## src/rtl/addsub_acc_unit.sv

```systemverilog
// addsub_acc_unit: registered WIDTH-bit add/sub/carry-chain/accumulate ALU slice with status flags.
// Latency: 1 cycle from accept (in_valid && in_ready) to out_valid; 1 op/cycle sustained.
// Backpressure: in_ready = !out_valid || out_ready; while out_valid && !out_ready all outputs hold and nothing is accepted.
//
// Ports:
//   clk, rst_n            rising-edge clock, asynchronous active-low reset
//   in_valid/in_ready     operand handshake (op, a, b, cin)
//   op                    0 ADD, 1 SUB, 2 ADC, 3 SBC, 4 ACC, 5 CLR, 6/7 PASS
//   out_valid/out_ready   result handshake (sum, cout, ovf, zero, neg)
//   acc                   live accumulator value
module addsub_acc_unit #(
    parameter int WIDTH = 4,
    parameter int OPW   = 3
) (
    input  logic             clk,
    input  logic             rst_n,
    input  logic             in_valid,
    output logic             in_ready,
    input  logic [OPW-1:0]   op,
    input  logic [WIDTH-1:0] a,
    input  logic [WIDTH-1:0] b,
    input  logic             cin,
    output logic             out_valid,
    input  logic             out_ready,
    output logic [WIDTH-1:0] sum,
    output logic             cout,
    output logic             ovf,
    output logic             zero,
    output logic             neg,
    output logic [WIDTH-1:0] acc
);

    localparam logic [OPW-1:0] OP_ADD = OPW'(0);
    localparam logic [OPW-1:0] OP_SUB = OPW'(1);
    localparam logic [OPW-1:0] OP_ADC = OPW'(2);
    localparam logic [OPW-1:0] OP_SBC = OPW'(3);
    localparam logic [OPW-1:0] OP_ACC = OPW'(4);
    localparam logic [OPW-1:0] OP_CLR = OPW'(5);

    logic             r_out_valid;
    logic [WIDTH-1:0] r_sum;
    logic             r_cout;
    logic             r_ovf;
    logic             r_zero;
    logic             r_neg;
    logic [WIDTH-1:0] r_acc;
    logic             r_cf;

    logic             w_in_ready;
    logic             w_accept;
    logic [WIDTH-1:0] w_opa;
    logic [WIDTH-1:0] w_opb;
    logic             w_ci;
    logic             w_arith;
    logic [WIDTH:0]   w_full;
    logic [WIDTH-1:0] w_res;
    logic             w_c;
    logic             w_ovf;
    logic             w_acc_ld;

    // Gated by rst_n so the producer sees "not ready" for the whole reset window.
    assign w_in_ready = rst_n && (!r_out_valid || out_ready);
    assign w_accept   = in_valid && w_in_ready;

    // One shared WIDTH+1 adder; subtracts are a + ~b + carry, so cout = 1 means no borrow.
    always_comb begin
        w_opa    = a;
        w_opb    = b;
        w_ci     = 1'b0;
        w_arith  = 1'b1;
        w_acc_ld = 1'b0;
        case (op)
            OP_ADD: w_ci = cin;
            OP_SUB: begin
                w_opb = ~b;
                w_ci  = 1'b1;
            end
            OP_ADC: w_ci = r_cf;
            OP_SBC: begin
                w_opb = ~b;
                w_ci  = r_cf;
            end
            OP_ACC: begin
                w_opa    = r_acc;
                w_opb    = a;
                w_acc_ld = 1'b1;
            end
            OP_CLR: begin
                w_arith  = 1'b0;
                w_acc_ld = 1'b1;
            end
            default: w_arith = 1'b0;
        endcase

        w_full = {1'b0, w_opa} + {1'b0, w_opb} + {{WIDTH{1'b0}}, w_ci};

        if (w_arith) begin
            w_res = w_full[WIDTH-1:0];
            w_c   = w_full[WIDTH];
            // Signed overflow: both addends share a sign the result does not.
            w_ovf = (w_opa[WIDTH-1] == w_opb[WIDTH-1]) &&
                    (w_full[WIDTH-1] != w_opa[WIDTH-1]);
        end else begin
            w_res = (op == OP_CLR) ? '0 : a;
            w_c   = 1'b0;
            w_ovf = 1'b0;
        end
    end

    always_ff @(posedge clk or negedge rst_n) begin
        if (!rst_n) begin
            r_out_valid <= 1'b0;
            r_sum       <= '0;
            r_cout      <= 1'b0;
            r_ovf       <= 1'b0;
            r_zero      <= 1'b1;
            r_neg       <= 1'b0;
            r_acc       <= '0;
            r_cf        <= 1'b0;
        end else begin
            if (w_accept) begin
                r_out_valid <= 1'b1;
                r_sum       <= w_res;
                r_cout      <= w_c;
                r_ovf       <= w_ovf;
                r_zero      <= (w_res == '0);
                r_neg       <= w_res[WIDTH-1];
                // Carry flag follows every accepted op so multi-word chains see the previous word.
                r_cf        <= w_c;
                if (w_acc_ld) begin
                    r_acc <= w_res;
                end
            end else if (out_ready) begin
                r_out_valid <= 1'b0;
            end
        end
    end

    assign in_ready  = w_in_ready;
    assign out_valid = r_out_valid;
    assign sum       = r_sum;
    assign cout      = r_cout;
    assign ovf       = r_ovf;
    assign zero      = r_zero;
    assign neg       = r_neg;
    assign acc       = r_acc;

endmodule

```

## config.mk

```make
export PLATFORM = sky130hd
export DESIGN_NAME = addsub_acc_unit
export DESIGN_NICKNAME = d
export VERILOG_FILES = /design/src/rtl/addsub_acc_unit.sv
export SDC_FILE = /design/constraint.sdc
export NUM_CORES = 1
export LEC_CHECK = 0
export CORE_UTILIZATION = 30
export CTS_BUF_LIST = sky130_fd_sc_hd__clkbuf_16
export DETAILED_ROUTE_END_ITERATION = 7
export PLACE_DENSITY = 0.65
export SYNTH_ARGS = -nofsm -noshare
export SYNTH_HDL_FRONTEND = slang
export SYNTH_SLANG_ARGS = --single-unit
export TNS_END_PERCENT = 20
```

## constraint.sdc

```tcl
create_clock -name clk -period 1.8 [get_ports clk]
set_input_delay 0.27 -clock clk [delete_from_list [all_inputs] [get_ports clk]]
set_output_delay 0.27 -clock clk [all_outputs]
set_load 0.1 [all_outputs]
```

* Yosys cells after proc, flatten, opt, wreduce, memory -nomap -nowiden
Cells that the tools add are included.
Storage, ports and cells: register bits after elaboration 13, latch bits 0, RAM bits 0, memory bits (read-only) 0, input port bits 16, output and inout bits 14, word-level logic and storage cells 41, memories kept 0
Operators by class: add/subtract/negate cells 2, multiply operators 0, divide/modulo/power cells 0, magnitude comparators 0, equality and inequality tests 7, shift operators 0, mux-type cells 11, bitwise gates (word level) 1, reductions and logical operators 13
Operator list (number):
- 2-to-1 mux 4 bit | 3
- one-hot mux 4 bit (2 select lines) | 1
- == test 3 x 2 -> 1 bit, second input constant | 2
- == test 3 bit, second input constant | 2
- 2-to-1 mux 1 bit | 6
- OR reduction 2 bit | 3
- adder 4 x 4 -> 5 bit | 1
- adder 5 x 1 -> 5 bit | 1
- OR reduction 5 bit | 1
- logical NOT 4 bit | 1
- NOT 4 bit | 1
- == test 3 x 1 -> 1 bit, second input constant | 1
- logical AND 1 bit | 3
- logical NOT 3 bit | 1
- one-hot mux 1 bit (3 select lines) | 1
- AND reduction 2 bit | 1
- nonzero test 2 bit | 1
- == test 1 bit | 1
- logical NOT 1 bit | 1
- logical OR 1 bit | 1
- != test 1 bit | 1

* Longest topological paths before layout
Gate-level depths: netlist of the first run.
word-level depth 8, depth in mapped cells 12

* Worst setup path after synthesis of the first run
Ideal clock, no wire load.
kind reg2reg, start register r_acc[0], in the netlist acc[0], end register r_zero, in the netlist zero, library setup time 0.091 ns, arrival time 2.456 ns, data required time 1.709 ns, setup slack -0.747 ns, cell stages (with the launch flop) 9, clock period less this slack 2.547 ns, path through dfrtp_1 > mux2_2 > fa_1 > inv_1 > fa_1 > xnor2_1 > a32oi_1 > nand3_1 > o31ai_1
On the way: longest elaborated chain between the ends 5
RTL lines:
- start: declaration | RTL line 46 | logic [WIDTH-1:0] r_acc;
- start signal: assignment | RTL line 131 | r_acc <= w_res;
- 2-to-1 mux 4 bit | RTL line 72 | case (op)
- adder 4 x 4 -> 5 bit | RTL line 95 | w_full = {1'b0, w_opa} + {1'b0, w_opb} + {{WIDTH{1'b0}}, w_ci};
- adder 5 x 1 -> 5 bit | RTL line 95
- 2-to-1 mux 4 bit | RTL line 97 | if (w_arith) begin
- logical NOT 4 bit | RTL line 126 | r_zero <= (w_res == '0);
- end signal: assignment | RTL line 126
- end: declaration | RTL line 44 | logic r_zero;
No other way between the ends. A chain may end at the register's enable or synchronous reset.

* Final worst setup path of the first run
start input port op[0], end register r_acc[3], in the netlist acc[3]
On the way: longest elaborated chain between the ends 6, elaborated cells on any way between the ends 20, classes of those cells add/sub (2); eq/ne (5); mux (7); reduce/logical (6)
RTL lines:
- start: declaration | RTL line 19 | input logic [OPW-1:0] op,
- == test 3 x 2 -> 1 bit or == test 3 x 1 -> 1 bit (tied branches) | RTL line 72
- OR reduction 2 bit (no line)
- one-hot mux 4 bit (2 select lines) | RTL line 72
- adder 4 x 4 -> 5 bit | RTL line 95
- adder 5 x 1 -> 5 bit | RTL line 95
- 2-to-1 mux 4 bit | RTL line 97
Several ways; a longest one is shown, not always the timed one.

==> results.toml, run 1 <==
[pwr]
combinationalPowerShare_pct = 59.9
seqPwrFrac_pct = 19.7
p_total_mw = 1.97
leakagePower_nw = 0.763
power_switching_uw = 921
power_density_nw_per_um2 = 1220
internal_power_mw = 1.05
p_sw_share_pct = 46.6
clkPwrFrac_pct = 20.4
irDropWorstVdd_mv = 1.01

[timing]
layout_min_cycle_time_ns = 2.15
finalHoldViolations = 0
worst_hold_slack_ns = 0.248
tightest_slew_ns = 0.351
period_share_pct = 119
report.final.slew_viol_count = 0
skew_ns = 0.00214
slew_headroom_pct = 76.6
rsz0062_at_grt = "true"
finalSetupViolCount = 9
fmax_mhz = 466
timing.final.ws_setup_ns = -0.346

[logic_synthesis]
synth_cell_type_count = 33
synth_area_leaders = "dfrtp_1, nand2_1, o21ai_0"
syn_inst = 96
synthTopCellsByCount = "nand2_1, dfrtp_1, o21ai_0"
ys_seq_area_share_pct = 33.4
synth-edff-count = 0
synth_area_leader_cell = "dfrtp_1"
avgSynthCellArea_um2 = 9.41
syn_nets = 117
yosysTopAreaCellShare_pct = 30.5
yosysWarnings = 0
syn_area_um2 = 903
ys.flop_type = "dfrtp_1"
synth-seq-cells = 12
post-synth-top-count-cell = "nand2_1"
synth-async-reset-ratio_pct = 100

[global_route]
met1_usage_pct = 19.2
grt_pass1_vias = 920
antenna_found_initial = 0
grt_use_met2_pct = 26.9
grt_overflow = 0
grt_most_used_layer = "met2"
grt_pass1_wl_um = 3960
grtUsageTotal_pct = 16.0
grt.met3_usage_pct = 5.76
grt_start_max_net_pins = 14

[worst_setup_path]
worstPathCellList = "buf_8 > nor3b_4 > buf_4 > mux2_2 > ha_4 > a21o_1 > a21oi_2 > mux2i_2 > mux2_4"
regToRegStartpoint = "acc[0]"
startpoint_type = "input port"
critPathKind = "input port to register"
reg2reg_slack_ns = -0.30
rr_worst_depth = 6
critical_path.slowest_cell = "mux2_2"
timing.rr.end = "acc[3]"
worst_path_largest_cell_delay_ns = 0.36
path_max_fanout = 3
required_ns = 1.98
endpoint_kind = "register"
crit_arrival_ns = 2.32

[cts]
clock-sinks = 12
cts_buffers = 3
path_clk_slew_ns = 0.04
cts.path.max_buffers = 2
cts_root_buf = "clkbuf_16"
htree_levels = 1
clk_latency_ns = 0.24
cts_tree = "done"

[layout]
stdcell_count = 179
final_util_pct = 57.6
layout-drive-gt1-share_pct = 52.0
area_delta_synth_final_pct = 78.8
num-fill-cells = 254
antennaDiodeCount = 0
fin_nets = 170

[floorplanning]
coreArea_um2 = 2810
io_pins = 30
die_x_um = 56.9
num_rows = 19
die_area_um2 = 3230
start_util_pct = 32.2
die_y_um = 56.9

[routing]
drt_iter0_markers = 27
drcViolationCount = 4
drt_pass1_iterations = 8
routed_wl_um = 2480
viasPerCell = 4.99
antenna_left = 0
num_vias = 893
wl_per_cell_um = 13.9

[min_path]
hp-class = "input port to asynchronous set/reset pin"

[place]
placement.io_buffers = 29
dpl.cell_count = 173
dp_slack_ns = -1.08
gp_congestion = 0.782
post-dp-hpwl_um = 1900

[job]
drv_cap = 0

[status]
status = "finished, violations left"
violations = "design-rule violations, negative setup slack"
## sequential cells by signal (all words and copies together), names as in the netlist
| name | cells |
|---|---|
| r_cf | 1 |
| ovf | 1 |
| out_valid | 1 |
| acc | 4 |
| zero | 1 |
| sum | 4 |
## final cells by class
| class | instances | area [um2] | area share [%] |
|---|---|---|---|
| Clock buffer | 3 | 75.1 | 4.65 |
| Clock inverter | 1 | 3.75 | 0.232 |
| Sequential cell | 12 | 305 | 18.9 |
| Multi-Input combinational cell | 73 | 646 | 40.0 |
| Inverter | 5 | 18.8 | 1.16 |
| Tap cell | 31 | 38.8 | 2.40 |
| Timing Repair Buffer | 54 | 528 | 32.7 |
## critical path: cells and delay by family
family                     cells  cell delay (ns)
AOI/OAI and AO/OA              2             0.39
adders and majority gates      1             0.24
buffers and inverters          2             0.25
muxes                          3             0.93
and+or+nand+nor                1             0.25
## kinds of logic (layout without fill, tap and decap cells)
| family | Yosys count | count (layout) | share of synthesized area [%] |
|---|---|---|---|
| adder cells (fa/ha/maj) | 5 | 5 | 8.59 |
| multiplexers | 10 | 10 | 12.2 |
| AO/OA/AOI/OAI | 24 | 24 | 16.9 |
| flip-flops | 12 | 12 | 33.4 |
| AND/OR/NAND/NOR | 28 | 28 | 16.3 |
| XOR/XNOR | 6 | 6 | 5.82 |
| buffers and inverters | 11 | 63 | 6.79 |
## worst max-delay path by stage
stage,start,to,depth (start not counted),slack [ns]
after floorplan,op[1],zero,12,-0.49
after global placement,op[2],sum[3],8,-1.03
after detailed placement,op[2],zero,10,-1.08
after CTS,op[1],zero,10,-0.35
after global routing,op[0],acc[3],8,-0.43
final,op[0],acc[3],9,-0.35
## metrics by stage
| step | instance area [um2] | TNS, ns |
|---|---|---|
| 2_1_floorplan | 930 | -3.64 |
| 3_3_place_gp | 1420 | -9.91 |
| 3_5_place_dp | 1420 | -9.80 |
| 4_1_cts | 1540 | -1.83 |
| 5_1_grt | 1620 | -2.76 |
| 6_report | 1620 | -2.02 |
## cell usage in the layout (no fill, tap or decap), types with 3 or more instances in the layout
cell             Yosys  layout
mux2i_1              5       4
clkbuf_16            0       3
inv_1                5       3
dlygate4sd2_1        0       3
buf_12               0       6
clkdlybuf4s50_1      0       8
nor2_1               3       3
mux2_4               1       3
o21ai_0             11       4
dfrtp_1             11       8
xnor2_1              5       4
buf_4                3      33
o21ai_1              1       3
dfrtp_2              0       3
nand2_1             15      15
o21ai_2              1       6
## routing by layer
metal	wire, um	vias up
li1	-	436
met2	1280	20
met1	1030	431
met4	63	0
met5	0	-
met3	113	6
## timing repair
item                                    in CTS  in global routing
endpoints found under the setup margin      11                  9
gates resized for setup                     35                 12
hold buffers                                 0                  0
buffers inserted                             1                  1
pin swaps                                   11                 11
## power by group through the flow
stage	Combinational [mW]	Clock, mW	Sequential (mW)
3_5_place_dp	1.12	0	0.393
3_3_place_gp	1.10	0	0.390
6_report	1.18	0.402	0.389
5_1_grt	1.23	0.427	0.397
2_1_floorplan	0.273	0	0.843
4_1_cts	1.15	0.409	0.390
Power figures use the tool's default switching activity.
==> run 2, diff against run 1 <==
- PLACE_DENSITY: 0.65 -> 0.69
- REMOVE_ABC_BUFFERS: unset -> 1
- SETUP_SLACK_MARGIN: unset -> 0.3
==> run 2 against run 1 <==
The run still ends with design-rule violations, negative setup slack left. Setup slack gained 0.11 ns. Die area is the same. Non-clock buffer count shrank 4. Register-to-register slack gained 0.11 ns. Power grew 2.2%. Design area grew 1.8%. Sequential power grew 3%.
==> results.toml, run 2 (synthesis results as in run 1) <==
[status]
status = "finished, violations left"
violations = "design-rule violations, negative setup slack"

[global_route]
grt_pass1_wl_um = 4200
grt_start_max_net_pins = 14
antenna_found_initial = 0
grt_overflow = 0
grt_pass1_vias = 883
grtUsageTotal_pct = 16.8

[timing]
period_share_pct = 113
tightest_slew_ns = 0.324
fmax_mhz = 492
slew_headroom_pct = 78.4
layout_min_cycle_time_ns = 2.03
skew_ns = 0.00306
finalSetupTns_ns = -1.54
report.final.slew_viol_count = 0
timing.final.ws_setup_ns = -0.231
finalSetupViolCount = 9
finalHoldViolations = 0
rsz0062_at_grt = "true"

[pwr]
combinationalPowerShare_pct = 60.1
power_switching_uw = 939
irDropWorstVdd_mv = 0.787
clkPwrFrac_pct = 20.1
p_sw_share_pct = 46.6
seqPwrFrac_pct = 19.8
power_density_nw_per_um2 = 1230
internal_power_mw = 1.08
leakagePower_nw = 0.784

[job]
drv_cap = 0

[worst_setup_path]
endpoint_kind = "register"
startpoint_type = "input port"
critPathKind = "input port to register"
crit_arrival_ns = 2.19
path_max_fanout = 3
rr_worst_depth = 6
required_ns = 1.96

[routing]
drt_pass1_iterations = 6
routed_wl_um = 2570
antenna_left = 0
num_vias = 905
drt_iter0_markers = 12
wl_per_cell_um = 14.7
drcViolationCount = 3
viasPerCell = 5.17

[cts]
cts_buffers = 3
cts.path.max_buffers = 2
clock-sinks = 12
cts_hold_buf = 0
cts_root_buf = "clkbuf_16"
cts_tree = "done"
path_clk_slew_ns = 0.04
htree_levels = 1
clk_latency_ns = 0.24

[layout]
area_delta_synth_final_pct = 82.0
layout-drive-gt1-share_pct = 51.4
layout_common_cells = "buf_4, nand2_1, dfrtp_1"
layout_commonest_cell = "buf_4"
final_util_pct = 58.6
antennaDiodeCount = 0
fin_nets = 166
num-fill-cells = 245

[floorplanning]
num_rows = 19
io_pins = 30
die_y_um = 56.9
start_util_pct = 32.2
die_area_um2 = 3230
die_x_um = 56.9
coreArea_um2 = 2810

[place]
placement.io_buffers = 29
post-dp-hpwl_um = 1890
gp_congestion = 0.755

[min_path]
hp-class = "input port to asynchronous set/reset pin"
run 2: cell count changes in the layout (fill, tap and decap cells not counted), sizes merged:
| cell | change |
|---|---|
| buf | -4 |
| clkdlybuf4s50 | -2 |
| dlygate4sd2 | +2 |
run 2: area by class of cell:
| type | count | area [um2] | area share [%] |
|---|---|---|---|
| Tap cell | 31 | 38.8 | 2.36 |
| Inverter | 5 | 18.8 | 1.14 |
| Sequential cell | 12 | 302 | 18.3 |
| Clock buffer | 3 | 75.1 | 4.57 |
| Multi-Input combinational cell | 73 | 662 | 40.3 |
| Timing Repair Buffer | 50 | 544 | 33.1 |
| Clock inverter | 1 | 3.75 | 0.228 |
run 2: critical path: stages:
cell       delay (ns)
buf_8            0.10
nor3b_4          0.24
mux2_4           0.33
fa_2             0.35
a21o_1           0.18
a21oi_2          0.20
mux2i_2          0.32
a2bb2oi_1        0.20
run 2: per-stage QoR:
step	instance area [um2]	hold WS, ns	std cells	power, mW	setup slack [ns]
6_report	1640	0.0272	175	2.02	-0.231
5_1_grt	1640	0.0419	175	2.10	-0.343
3_3_place_gp	1410	0.470	169	1.50	-1.06
2_1_floorplan	861	-0.0256	90	1.08	-0.747
4_1_cts	1590	0.0196	175	1.99	-0.271
3_5_place_dp	1410	0.476	169	1.52	-1.10
run 2: final timing paths:
path                        start      to  slack [ns]
min reg2reg                sum[2]  sum[2]        0.49
max                         op[1]  sum[3]       -0.23
min                         rst_n  acc[1]        0.03
max reg2reg                acc[0]  sum[3]       -0.19
min in group clk           sum[2]  sum[2]        0.49
max in group asynchronous   rst_n    zero        1.27
run 2: per-layer routing:
metal  vias up  global-route usage, %  wire, um
met4         0                   3.83        32
met1       439                   21.8      1130
met3         6                   6.22       137
met5         -                      0         0
met2        26                   26.7      1270
li1        434                      -         -
run 2: power by group through the flow:
stage	clock, mW	combinational (mW)	sequential (mW)
6_report	0.405	1.21	0.399
2_1_floorplan	0	0.198	0.878
3_3_place_gp	0	1.11	0.395
4_1_cts	0.413	1.18	0.399
3_5_place_dp	0	1.12	0.400
5_1_grt	0.432	1.26	0.407
run 2: what timing repair did:
| item | in CTS | in global routing |
|---|---|---|
| pin swaps | 17 | 15 |
| gates resized for setup | 52 | 11 |
| endpoints found under the setup margin | 12 | 11 |
| buffers inserted | 2 | 0 |
| cloned | 0 | 0 |
